--- src/rtl/isa_pkg.sv ---
// isa_pkg
//   Shared definitions for the sequential ISA core.
//   - Opcode encodings OP_NOP .. OP_RD. Encodings 4'hD..4'hF are illegal.
//   - Instruction field offset helpers. Each helper takes ADDR_W as an argument.
//   - Opcode classification helpers: register write, flag update, illegal.
//   - Core FSM state enum.
//   Instruction layout: {op[3:0], rd, rs1, low[2*ADDR_W-1:0]}.
//   rs2 is the top ADDR_W bits of low. The immediate is the whole low field.
package isa_pkg;

  localparam logic [3:0] OP_NOP  = 4'h0;
  localparam logic [3:0] OP_ADD  = 4'h1;
  localparam logic [3:0] OP_SUB  = 4'h2;
  localparam logic [3:0] OP_AND  = 4'h3;
  localparam logic [3:0] OP_OR   = 4'h4;
  localparam logic [3:0] OP_XOR  = 4'h5;
  localparam logic [3:0] OP_SLL  = 4'h6;
  localparam logic [3:0] OP_SRL  = 4'h7;
  localparam logic [3:0] OP_LDI  = 4'h8;
  localparam logic [3:0] OP_MOV  = 4'h9;
  localparam logic [3:0] OP_MUL  = 4'hA;
  localparam logic [3:0] OP_SLTU = 4'hB;
  localparam logic [3:0] OP_RD   = 4'hC;

  typedef enum logic [1:0] {
    ST_IDLE = 2'd0,
    ST_EXEC = 2'd1,
    ST_MUL  = 2'd2,
    ST_WB   = 2'd3
  } isa_state_e;

  function automatic int isa_instr_w(input int addr_w);
    return 4 + 4 * addr_w;
  endfunction

  function automatic int isa_rd_lsb(input int addr_w);
    return 3 * addr_w;
  endfunction

  function automatic int isa_rs1_lsb(input int addr_w);
    return 2 * addr_w;
  endfunction

  function automatic int isa_low_w(input int addr_w);
    return 2 * addr_w;
  endfunction

  // Every legal opcode from ADD through SLTU writes rd.
  // LDI, MOV and MUL are included in that range.
  function automatic logic op_writes_rd(input logic [3:0] op);
    return (op >= OP_ADD) && (op <= OP_SLTU);
  endfunction

  // LDI and MOV are data moves, so they leave the flags alone.
  // MUL and SLTU do update the flags.
  function automatic logic op_sets_flags(input logic [3:0] op);
    return ((op >= OP_ADD) && (op <= OP_SRL)) || (op == OP_MUL) || (op == OP_SLTU);
  endfunction

  function automatic logic op_is_illegal(input logic [3:0] op);
    return op > OP_RD;
  endfunction

endpackage

--- src/rtl/isa_regfile.sv ---
// isa_regfile
//   NREGS x DATA_W register file for the sequential ISA core.
//   It has two combinational read ports and one synchronous write port.
//   Register 0 always reads as zero, and writes to it are dropped.
//   A synchronous reset clears every entry.
// Ports
//   clk             rising-edge clock
//   rst             synchronous active-high reset
//   we/waddr/wdata  write port, committed on the rising edge
//   ra_addr/ra_data read port A (combinational)
//   rb_addr/rb_data read port B (combinational)
module isa_regfile
  import isa_pkg::*;
#(
  parameter int DATA_W = 32,
  parameter int ADDR_W = 4
) (
  input  logic              clk,
  input  logic              rst,
  input  logic              we,
  input  logic [ADDR_W-1:0] waddr,
  input  logic [DATA_W-1:0] wdata,
  input  logic [ADDR_W-1:0] ra_addr,
  output logic [DATA_W-1:0] ra_data,
  input  logic [ADDR_W-1:0] rb_addr,
  output logic [DATA_W-1:0] rb_data
);

  localparam int NREGS = 1 << ADDR_W;

  logic [DATA_W-1:0] regs_q [NREGS];
  logic [DATA_W-1:0] regs_d [NREGS];

  always_comb begin
    regs_d = regs_q;
    if (we && (waddr != '0)) begin
      regs_d[waddr] = wdata;
    end
  end

  always_ff @(posedge clk) begin
    if (rst) begin
      for (int i = 0; i < NREGS; i++) begin
        regs_q[i] <= '0;
      end
    end else begin
      regs_q <= regs_d;
    end
  end

  // r0 is forced to zero on the read side as well.
  // This keeps the invariant independent of the write-side guard.
  assign ra_data = (ra_addr == '0) ? '0 : regs_q[ra_addr];
  assign rb_data = (rb_addr == '0) ? '0 : regs_q[rb_addr];

endmodule

--- src/rtl/isa_seq_core.sv ---
// isa_seq_core
//   Clocked ISA core. It accepts one instruction per valid/ready handshake.
//   It executes the instruction on a single-cycle ALU, or on a shift-add
//   multiplier that retires one bit per cycle.
//   It then writes back rd and presents the result on salida with a
//   one-cycle valid pulse.
//   Flow: IDLE -> EXEC -> (MUL x DATA_W) -> WB -> IDLE.
//   The core accepts nothing until WB has finished, so there are no hazards.
// Ports
//   clk, rst      clock; synchronous active-high reset
//   instruccion   {op, rd, rs1, low}; captured on accept
//   instr_valid   instruction present
//   instr_ready   high only in IDLE
//   salida        result of the last completed instruction (held)
//   salida_valid  one-cycle pulse in WB for legal opcodes
//   flag_z        zero flag, updated by ALU ops only
//   flag_c        ADD carry / SUB borrow, cleared by the other ALU ops
//   err           one-cycle pulse in WB for illegal opcodes
module isa_seq_core
  import isa_pkg::*;
#(
  parameter int DATA_W = 32,
  parameter int ADDR_W = 4,
  localparam int INSTR_W = isa_instr_w(ADDR_W)
) (
  input  logic               clk,
  input  logic               rst,
  input  logic [INSTR_W-1:0] instruccion,
  input  logic               instr_valid,
  output logic               instr_ready,
  output logic [DATA_W-1:0]  salida,
  output logic               salida_valid,
  output logic               flag_z,
  output logic               flag_c,
  output logic               err
);

  localparam int RD_LSB  = isa_rd_lsb(ADDR_W);
  localparam int RS1_LSB = isa_rs1_lsb(ADDR_W);
  localparam int LOW_W   = isa_low_w(ADDR_W);
  localparam int SH_W    = $clog2(DATA_W);
  localparam int CNT_W   = $clog2(DATA_W + 1);

  isa_state_e         state_q, state_d;
  logic [INSTR_W-1:0] instr_q, instr_d;
  logic [DATA_W-1:0]  salida_q, salida_d;
  logic               valid_q, valid_d;
  logic               err_q, err_d;
  logic               flag_z_q, flag_z_d;
  logic               flag_c_q, flag_c_d;
  logic [DATA_W-1:0]  mcand_q, mcand_d;
  logic [DATA_W-1:0]  mplier_q, mplier_d;
  logic [DATA_W-1:0]  acc_q, acc_d;
  logic [CNT_W-1:0]   cnt_q, cnt_d;

  logic [3:0]        op;
  logic [ADDR_W-1:0] rd, rs1, rs2;
  logic [LOW_W-1:0]  imm;
  logic [DATA_W-1:0] rs1_val, rs2_val;
  logic              rf_we;

  logic [DATA_W:0]   sum_ext, diff_ext;
  logic [DATA_W-1:0] alu_res;
  logic              alu_carry;
  logic [DATA_W-1:0] acc_next;

  assign op  = instr_q[INSTR_W-1 -: 4];
  assign rd  = instr_q[RD_LSB +: ADDR_W];
  assign rs1 = instr_q[RS1_LSB +: ADDR_W];
  assign imm = instr_q[LOW_W-1:0];
  assign rs2 = imm[LOW_W-1 -: ADDR_W];

  // salida_q already holds the final result while the core sits in WB.
  // The same value therefore serves as the write-back data.
  isa_regfile #(
    .DATA_W (DATA_W),
    .ADDR_W (ADDR_W)
  ) u_regfile (
    .clk     (clk),
    .rst     (rst),
    .we      (rf_we),
    .waddr   (rd),
    .wdata   (salida_q),
    .ra_addr (rs1),
    .ra_data (rs1_val),
    .rb_addr (rs2),
    .rb_data (rs2_val)
  );

  // Single-cycle ALU. The carry and borrow come from one extra result bit.
  always_comb begin
    alu_res   = '0;
    alu_carry = 1'b0;
    sum_ext   = {1'b0, rs1_val} + {1'b0, rs2_val};
    diff_ext  = {1'b0, rs1_val} - {1'b0, rs2_val};
    case (op)
      OP_ADD: begin
        alu_res   = sum_ext[DATA_W-1:0];
        alu_carry = sum_ext[DATA_W];
      end
      OP_SUB: begin
        alu_res   = diff_ext[DATA_W-1:0];
        alu_carry = diff_ext[DATA_W];
      end
      OP_AND:  alu_res = rs1_val & rs2_val;
      OP_OR:   alu_res = rs1_val | rs2_val;
      OP_XOR:  alu_res = rs1_val ^ rs2_val;
      OP_SLL:  alu_res = rs1_val << rs2_val[SH_W-1:0];
      OP_SRL:  alu_res = rs1_val >> rs2_val[SH_W-1:0];
      OP_LDI:  alu_res = DATA_W'(imm);
      OP_MOV:  alu_res = rs1_val;
      OP_SLTU: alu_res = DATA_W'(rs1_val < rs2_val);
      OP_RD:   alu_res = rs1_val;
      default: alu_res = '0;
    endcase
  end

  // The final MUL iteration loads salida_q together with the WB transition.
  // That lets WB behave the same way for every opcode.
  always_comb begin
    state_d  = state_q;
    instr_d  = instr_q;
    salida_d = salida_q;
    valid_d  = 1'b0;
    err_d    = 1'b0;
    flag_z_d = flag_z_q;
    flag_c_d = flag_c_q;
    mcand_d  = mcand_q;
    mplier_d = mplier_q;
    acc_d    = acc_q;
    cnt_d    = cnt_q;
    rf_we    = 1'b0;
    acc_next = acc_q + (mplier_q[0] ? mcand_q : '0);

    case (state_q)
      ST_IDLE: begin
        if (instr_valid) begin
          instr_d = instruccion;
          state_d = ST_EXEC;
        end
      end

      ST_EXEC: begin
        if (op == OP_MUL) begin
          mcand_d  = rs1_val;
          mplier_d = rs2_val;
          acc_d    = '0;
          cnt_d    = '0;
          state_d  = ST_MUL;
        end else begin
          state_d = ST_WB;
          if (op_is_illegal(op)) begin
            salida_d = '0;
            err_d    = 1'b1;
          end else begin
            salida_d = alu_res;
            valid_d  = 1'b1;
            if (op_sets_flags(op)) begin
              flag_z_d = (alu_res == '0);
              flag_c_d = alu_carry;
            end
          end
        end
      end

      ST_MUL: begin
        acc_d    = acc_next;
        mcand_d  = mcand_q << 1;
        mplier_d = mplier_q >> 1;
        cnt_d    = cnt_q + 1'b1;
        if (cnt_q == CNT_W'(DATA_W - 1)) begin
          state_d  = ST_WB;
          salida_d = acc_next;
          valid_d  = 1'b1;
          flag_z_d = (acc_next == '0);
          flag_c_d = 1'b0;
        end
      end

      ST_WB: begin
        rf_we   = op_writes_rd(op);
        state_d = ST_IDLE;
      end

      default: state_d = ST_IDLE;
    endcase
  end

  always_ff @(posedge clk) begin
    if (rst) begin
      state_q  <= ST_IDLE;
      instr_q  <= '0;
      salida_q <= '0;
      valid_q  <= 1'b0;
      err_q    <= 1'b0;
      flag_z_q <= 1'b0;
      flag_c_q <= 1'b0;
      mcand_q  <= '0;
      mplier_q <= '0;
      acc_q    <= '0;
      cnt_q    <= '0;
    end else begin
      state_q  <= state_d;
      instr_q  <= instr_d;
      salida_q <= salida_d;
      valid_q  <= valid_d;
      err_q    <= err_d;
      flag_z_q <= flag_z_d;
      flag_c_q <= flag_c_d;
      mcand_q  <= mcand_d;
      mplier_q <= mplier_d;
      acc_q    <= acc_d;
      cnt_q    <= cnt_d;
    end
  end

  assign instr_ready  = (state_q == ST_IDLE);
  assign salida       = salida_q;
  assign salida_valid = valid_q;
  assign err          = err_q;
  assign flag_z       = flag_z_q;
  assign flag_c       = flag_c_q;

endmodule

--- config.mk ---
export PLATFORM = sky130hd
export DESIGN_NAME = isa_seq_core
export DESIGN_NICKNAME = d
export VERILOG_FILES = /design/src/rtl/isa_pkg.sv /design/src/rtl/isa_regfile.sv /design/src/rtl/isa_seq_core.sv
export SDC_FILE = /design/constraint.sdc
export NUM_CORES = 2
export LEC_CHECK = 0
export CAP_MARGIN = 20
export CORE_ASPECT_RATIO = 1.25
export CORE_MARGIN = 3
export CORE_UTILIZATION = 53
export CTS_BUF_LIST = sky130_fd_sc_hd__clkbuf_16
export DETAILED_ROUTE_END_ITERATION = 10
export DONT_BUFFER_PORTS = 1
export HOLD_SLACK_MARGIN = 0.02
export PLACE_DENSITY_LB_ADDON = 0.12
export SYNTH_ARGS = -nofsm -noshare
export SYNTH_HDL_FRONTEND = slang
export SYNTH_SLANG_ARGS = --single-unit
--- constraint.sdc ---
create_clock -name clk -period 7 [get_ports clk]
set_input_delay 0.35 -clock clk [delete_from_list [all_inputs] [get_ports clk]]
set_output_delay 0.35 -clock clk [all_outputs]
set_load 0.1 [all_outputs]
After elaboration in Yosys (flattened, before gate mapping)
Cells that the tools add are included.
- register bits: 672
- bits in latches: 0
- memory bits (writable): 0
- memory bits (read-only): 0
- output and inout bits: 37
- word-level logic and storage cells: 137
- memories kept: 0
- add/sub/neg operators: 4
- multiply operators: 0
- div/mod/pow operators: 0
- $lt $le $gt $ge: 9
- eq/ne operators: 22
- shift-type cells: 2
- mux-type cells: 46
- bitwise gates (word level): 7
- reductions and logical operators: 20
- operators with widths (operator ; count):
    bitwise mux 512 bit ; 1
    2-to-1 mux 32 bit ; 14
    one-hot mux 32 bit (10 select lines) ; 1
    binary-select mux 32 bit (select 4 bit) ; 2
    one-hot mux 32 bit (2 select lines) ; 4
    demux 32 bit (select 4 bit) ; 1
    zero test 32 bit ; 2
    adder 32 x 32 -> 33 bit ; 1
    subtractor 32 x 32 -> 33 bit ; 1
    adder 32 bit ; 1
    bitwise AND 32 bit ; 1
    less-than comparator 32 bit ; 1
    OR 32 bit ; 1
    left shift 32 x 5 -> 32 bit ; 1
    >> shifter 32 x 5 -> 32 bit ; 1
    bitwise XOR 32 bit ; 1
    equality test 4 bit (second input constant) ; 5
    equality test 4 x 3 -> 1 bit (second input constant) ; 4
    greater-or-equal comparator 5 bit (second input constant) ; 3
    NOT 4 -> 5 bit ; 3
    2-to-1 mux 1 bit ; 14
    inequality test 2 bit (second input constant) ; 6
    one-hot mux 6 bit (2 select lines) ; 1
    equality test 4 x 2 -> 1 bit (second input constant) ; 2
    26 further kinds ; 38

Longest topological paths before layout
- depth after elaboration: 12
- mapped depth: 25
- depth with buffers taken out: 19

Modules after synthesis
A second synthesis with hierarchy kept.
- cells, all modules: 5390
- area total of the unflattened synthesis: 42712.2 µm²
- modules (own cells, without submodules) (module ; times used ; cells an instance ; area each (µm²) ; seq. area each (µm²)):
    isa_regfile ; 1 ; 2893 ; 23860.4 ; 9609.2
    isa_seq_core ; 1 ; 2497 ; 18851.8 ; 3203.1

Worst setup path before layout
No wires, ideal clock.
- path type: flip-flop to flip-flop
- start point: register instr_q[4]
- end point: register salida_q[29], in the netlist salida[29]
- setup time: 0.132 ns
- arrival: 5.809 ns
- required time: 6.868 ns
- path slack: 1.059 ns
- cell stages (with the launch flop): 24
- period minus slack after synthesis: 5.941 ns
- cells stage by stage: dfxtp_1 > buf_6 > buf_12 > buf_2 > clkbuf_1 > buf_1 > mux4_2 > mux4_2 > nor2b_1 > inv_1 > ha_1 > clkbuf_1 > a21o_1 > a21oi_1 > nor2_1 > or3_1 > o221ai_1 > o21ai_0 > o31a_1 > a221o_1 > a2111oi_0 > o211ai_1 > a221oi_1 > nor3_1
- cells in the longest elaborated chain, start to end: 10
- elaborated cells between the ends (all ways): 17
- those cells by class: 2 x add/sub; 2 x shift; 8 x mux; 4 x bitwise; 1 x reduce/logical
- ends and longest elaborated chain (element ; line ; text):
    start: declaration ; isa_seq_core.sv:45 ; logic [INSTR_W-1:0] instr_q, instr_d;
    start signal: assignment ; isa_seq_core.sv:204 ; instr_q <= instr_d;
    NOT 4 -> 5 bit (not written as such) ; isa_regfile.sv:54 ; assign rb_data = (rb_addr == '0) ? '0 : regs_q[rb_addr];
    binary-select mux 32 bit (select 4 bit) ; isa_regfile.sv:54 ;
    2-to-1 mux 32 bit (not written as such) (2 in series) ; isa_regfile.sv:54 ;
    2-to-1 mux 32 bit (*) ; isa_regfile.sv:54 ;
    subtractor 32 x 32 -> 33 bit, or another cell as far along ; isa_seq_core.sv:95 ; diff_ext = {1'b0, rs1_val} - {1'b0, rs2_val};
    one-hot mux 32 bit (10 select lines) (*) ; isa_seq_core.sv:96 ; case (op)
    2-to-1 mux 32 bit (*) ; isa_seq_core.sv:152 ; if (op_is_illegal(op)) begin
    2-to-1 mux 32 bit (*) ; isa_seq_core.sv:144 ; if (op == OP_MUL) begin
    one-hot mux 32 bit (2 select lines) (*) ; isa_seq_core.sv:135 ; case (state_q)
    end signal: assignment ; isa_seq_core.sv:205 ; salida_q <= salida_d;
    end: declaration ; isa_seq_core.sv:46 ; logic [DATA_W-1:0] salida_q, salida_d;
Every way passes the cells marked *; elsewhere a longest branch is shown, timed or not. The select of a mux whose other input is x is not followed.
A chain may end at the register's enable or synchronous reset.

Worst setup path in the final report
- start point: register instr_q[4]
- end point: register flag_z_q, in the netlist flag_z
- cells in the longest elaborated chain, start to end: 12
- elaborated cells between the ends (all ways): 20
- those cells by class: 2 x add/sub; 1 x order compare; 2 x shift; 9 x mux; 4 x bitwise; 2 x reduce/logical
- ends and longest elaborated chain (element ; line ; text):
    NOT 4 -> 5 bit (not written as such) ; isa_regfile.sv:54 ;
    binary-select mux 32 bit (select 4 bit) ; isa_regfile.sv:54 ;
    2-to-1 mux 32 bit (not written as such) (2 in series) ; isa_regfile.sv:54 ;
    2-to-1 mux 32 bit ; isa_regfile.sv:54 ;
    subtractor 32 x 32 -> 33 bit, or another cell as far along ; isa_seq_core.sv:95 ;
    one-hot mux 32 bit (10 select lines) (*) ; isa_seq_core.sv:96 ;
    zero test 32 bit (*) ; isa_seq_core.sv:159 ; flag_z_d = (alu_res == '0);
    2-to-1 mux 1 bit (*) ; isa_seq_core.sv:158 ; if (op_sets_flags(op)) begin
    2-to-1 mux 1 bit (*) ; isa_seq_core.sv:152 ;
    2-to-1 mux 1 bit (*) ; isa_seq_core.sv:144 ;
    one-hot mux 1 bit (2 select lines) (*) ; isa_seq_core.sv:135 ;
    end signal: assignment ; isa_seq_core.sv:208 ; flag_z_q <= flag_z_d;
    end: declaration ; isa_seq_core.sv:49 ; logic flag_z_q, flag_z_d;
Marks and branches as above.

==> metrics.md <==
| Metric | Value |
|---|---|
| Status | finished, violations left |
| Failing checks | slew limit |
| Post-Syn Area | 0.0429 mm² |
| Yosys reg bits | 669 |
| Commonest non-fill, non-tap cell in the layout | nand2_1 |
| Layout Utilization | 58.3% |
| Most frequent cells in the layout | nand2_1 (1307), a21oi_1 (711), dfxtp_1 (628), nor2_1 (294), mux4_2 (214) |
| Warnings, synthesis | 0 |
| IO buf count | 0 |
| CP Capture Type | flop |
| Synthesis-to-layout area growth | 8.89% |
| Max Clock Skew | 39.8 ps |
| Die height | 324 µm |
| Clock Path Buffers | 3 |
| Post-route setup slack | 386 ps |
| Period utilisation layout | 94.5% |
| Gr usage total | 47.1% |
| Cell Pwr Density | 303 mW/mm² |
| DRT iter0 DRCs | 5781 |
| Hold_ws | 53.1 ps |
| Reported max-cap violation count | 0 |
| I/O pin count | 60 |
| Initial antenna violation count | 16 |
| Global-route wire length before repair | 289000 µm |
| Sequential area share after synthesis | 31.2% |
| Wirelength, routed | 202000 µm |
| Clk_lat worst skew | 670 ps |
| Setup CP Type | reg -> reg |
| Leakage Power | 16.2 nW |
| Max Slew Vio Count | 92 |
| Final setup violation count | 0 |
| GR Overflow Total | 0 |
| Die Area | 0.0845 mm² |
| Highest ir drop seen on vdd | 0.000222 V |
| Pre-CTS WS | 495 ps |
| Setup TNS | 0 ps |
| Startpoint Class | flop |
| Clock period minus worst slack | 6610 ps |
| Final Hold Fails | 0 |
| Number of flops mapped to enable cells by yosys | 0 |
| Initial Util | 53.5% |
| Router iterations before antenna repair | 8 |
| Root Buffer | clkbuf_16 |
| Largest net degree at the start of global routing | 318 |
| Worst slew margin | -1.99% |
| Fillers | 7240 |
| Worst-Margin Slew | 1530 ps |
| Resize count post-CTS | 0 |
| Residual DRC | 0 |
| Peak fanout along the critical path | 29 |
| Row cnt | 116 |
| Clock transition at path regs | 60 ps |
| Worst path required time | 7590 ps |
| Wire per inst | 32.1 µm |
| Clk sink count | 669 |
| F_max | 151 MHz |
| Antenna Nets Post-Route | 0 |
| Yosys cell types | 100 |
| Post-Syn Instances | 5388 |
| TritonCTS clock tree | done |
| CORE AREA | 0.0803 mm² |
| GPL Wtd Cong | 1.10 |
| Post-layout nets | 5333 |
| Unrepaired setup endpoints after global routing | no |
| Chip Width | 261 µm |
| Via density | 6.98 |
| Hpwl dp | 137000 µm |
| Via Count | 44006 |
| Async set-or-reset flop fraction in the synthesized netlist | 0% |
| Critical Path AT | 7200 ps |
| Vias in the first global route | 41341 |
| Sequential Area | 0.0135 mm² |
| Synth Net Count | 5548 |
| HP Class | in -> reg |
| CTS H-tree depth | 3 |
| Layout cells sized above 1 | 13.0% |
| Num CTS Buffers | 72 |
| Area of the multi-input gates | 0.0273 mm² |
| Dominant synthesized flop cell | dfxtp_1 |
| Post-route cell area | 0.0468 mm² |
| Placement-stage cell area | 0.0438 mm² |
| Mean post-synth cell area | 7.97 µm² |
-- per-stage QoR --
step / total power [mW] / std cells
floorplan: 7.74 / 5388
global placement: 9.72 / 6124
detailed placement: 9.71 / 6126
CTS: 13.8 / 6279
global route: 14.5 / 6293
finish: 14.2 / 6302
-- what timing repair did --
action / in CTS / in global routing
hold buffers: 21 / 0
setup buffers: 0 / 2
setup endpoints to repair: 0 / 1
hold endpoints to repair: 323 / 0
-- state kept, by name, indices dropped and copies added, names as in the netlist --
register          count
salida               32
flag_z                1
cnt_q                 6
mplier_q             32
flag_c                1
acc_q                32
mcand_q              32
u_regfile.regs_q    509
state_q               2
instr_q              20
err                   1
salida_valid          1
-- cells by family (layout without fill, tap and decap cells) --
kind of cell | Yosys count | count (layout) | synth area share, %
AO/OA/AOI/OAI | 1483 | 1483 | 21.7
XOR/XNOR | 43 | 43 | 0.877
adder cells (fa/ha/maj) | 137 | 137 | 4.04
buffers and inverters | 597 | 440 | 5.90
flip-flops | 669 | 669 | 31.2
multiplexers | 410 | 410 | 16.1
other | 0 | 9 | 0
AND/OR/NAND/NOR | 2049 | 2049 | 20.2
-- power breakdown --
| group | switching [mW] | leakage [nW] | total (mW) | internal (mW) |
|---|---|---|---|---|
| registers | 0.911 | 5.41 | 4.89 | 3.98 |
| clock network | 1.77 | 1.24 | 4.06 | 2.29 |
| logic | 3.64 | 9.56 | 5.20 | 1.56 |
| total | 6.32 | 16.2 | 14.2 | 7.84 |
-- final timing paths --
kind	from	end	slack, ps	cells past startpoint
max	instr_q[4]	flag_z	390	20
min reg2reg	instr_q[3]	instr_q[3]	460	2
min	rst	flag_z	50	3
max reg2reg	instr_q[4]	flag_z	390	20
-- Yosys cell counts (all sizes together), types with 50 or more instances --
cell / n / area share, %
mux4: 217 / 11
a21oi: 713 / 8.3
nand3: 90 / 1.1
nor2b: 88 / 1.3
a22oi: 80 / 1.5
nor2: 308 / 2.7
o21ai: 182 / 2.1
a211oi: 72 / 1.3
mux2i: 149 / 3.5
ha: 134 / 3.9
dfxtp: 669 / 31
o211ai: 59 / 1.0
buf: 112 / 1.6
and2: 50 / 0.73
nand2: 1317 / 12
clkbuf: 372 / 3.3
a221oi: 70 / 1.4
inv: 112 / 0.98
nor3: 69 / 0.82
-- worst max-delay path, cell delays in order, from the launching register on --
cell and delay [ps]:
dfxtp_4 730, buf_12 320, mux4_2 530, mux4_2 550, nor2b_1 190, inv_1 120, ha_1 310, inv_1 140
a21oi_1 260, o31ai_1 230, o21a_1 260, a221oi_1 510, o311ai_1 290, a2111oi_2 520, o2111ai_1 230, nor4_1 270
nand4_1 280, nor4_1 370, buf_4 200, nand2_1 60, o21ai_1 130
-- area by class of cell --
type / instances / area share [%]
multi-input combinational: 4122 / 58.3
sequential: 669 / 28.8
clock buffer: 73 / 3.91
timing repair buffer: 195 / 3.83
tap: 1062 / 2.84
clock inverter: 59 / 1.36
inverter: 113 / 0.934
antenna: 9 / 0.0482
-- layer usage --
layer	up-vias	part of all wire [%]	global-route usage [%]
met5	-	0.023	0
met1	21121	35	54.1
met3	947	11	15.4
li1	18852	-	-
met4	6	9.5	38.7
met2	3080	44	71.8
(Power assumes the default switching activity.)
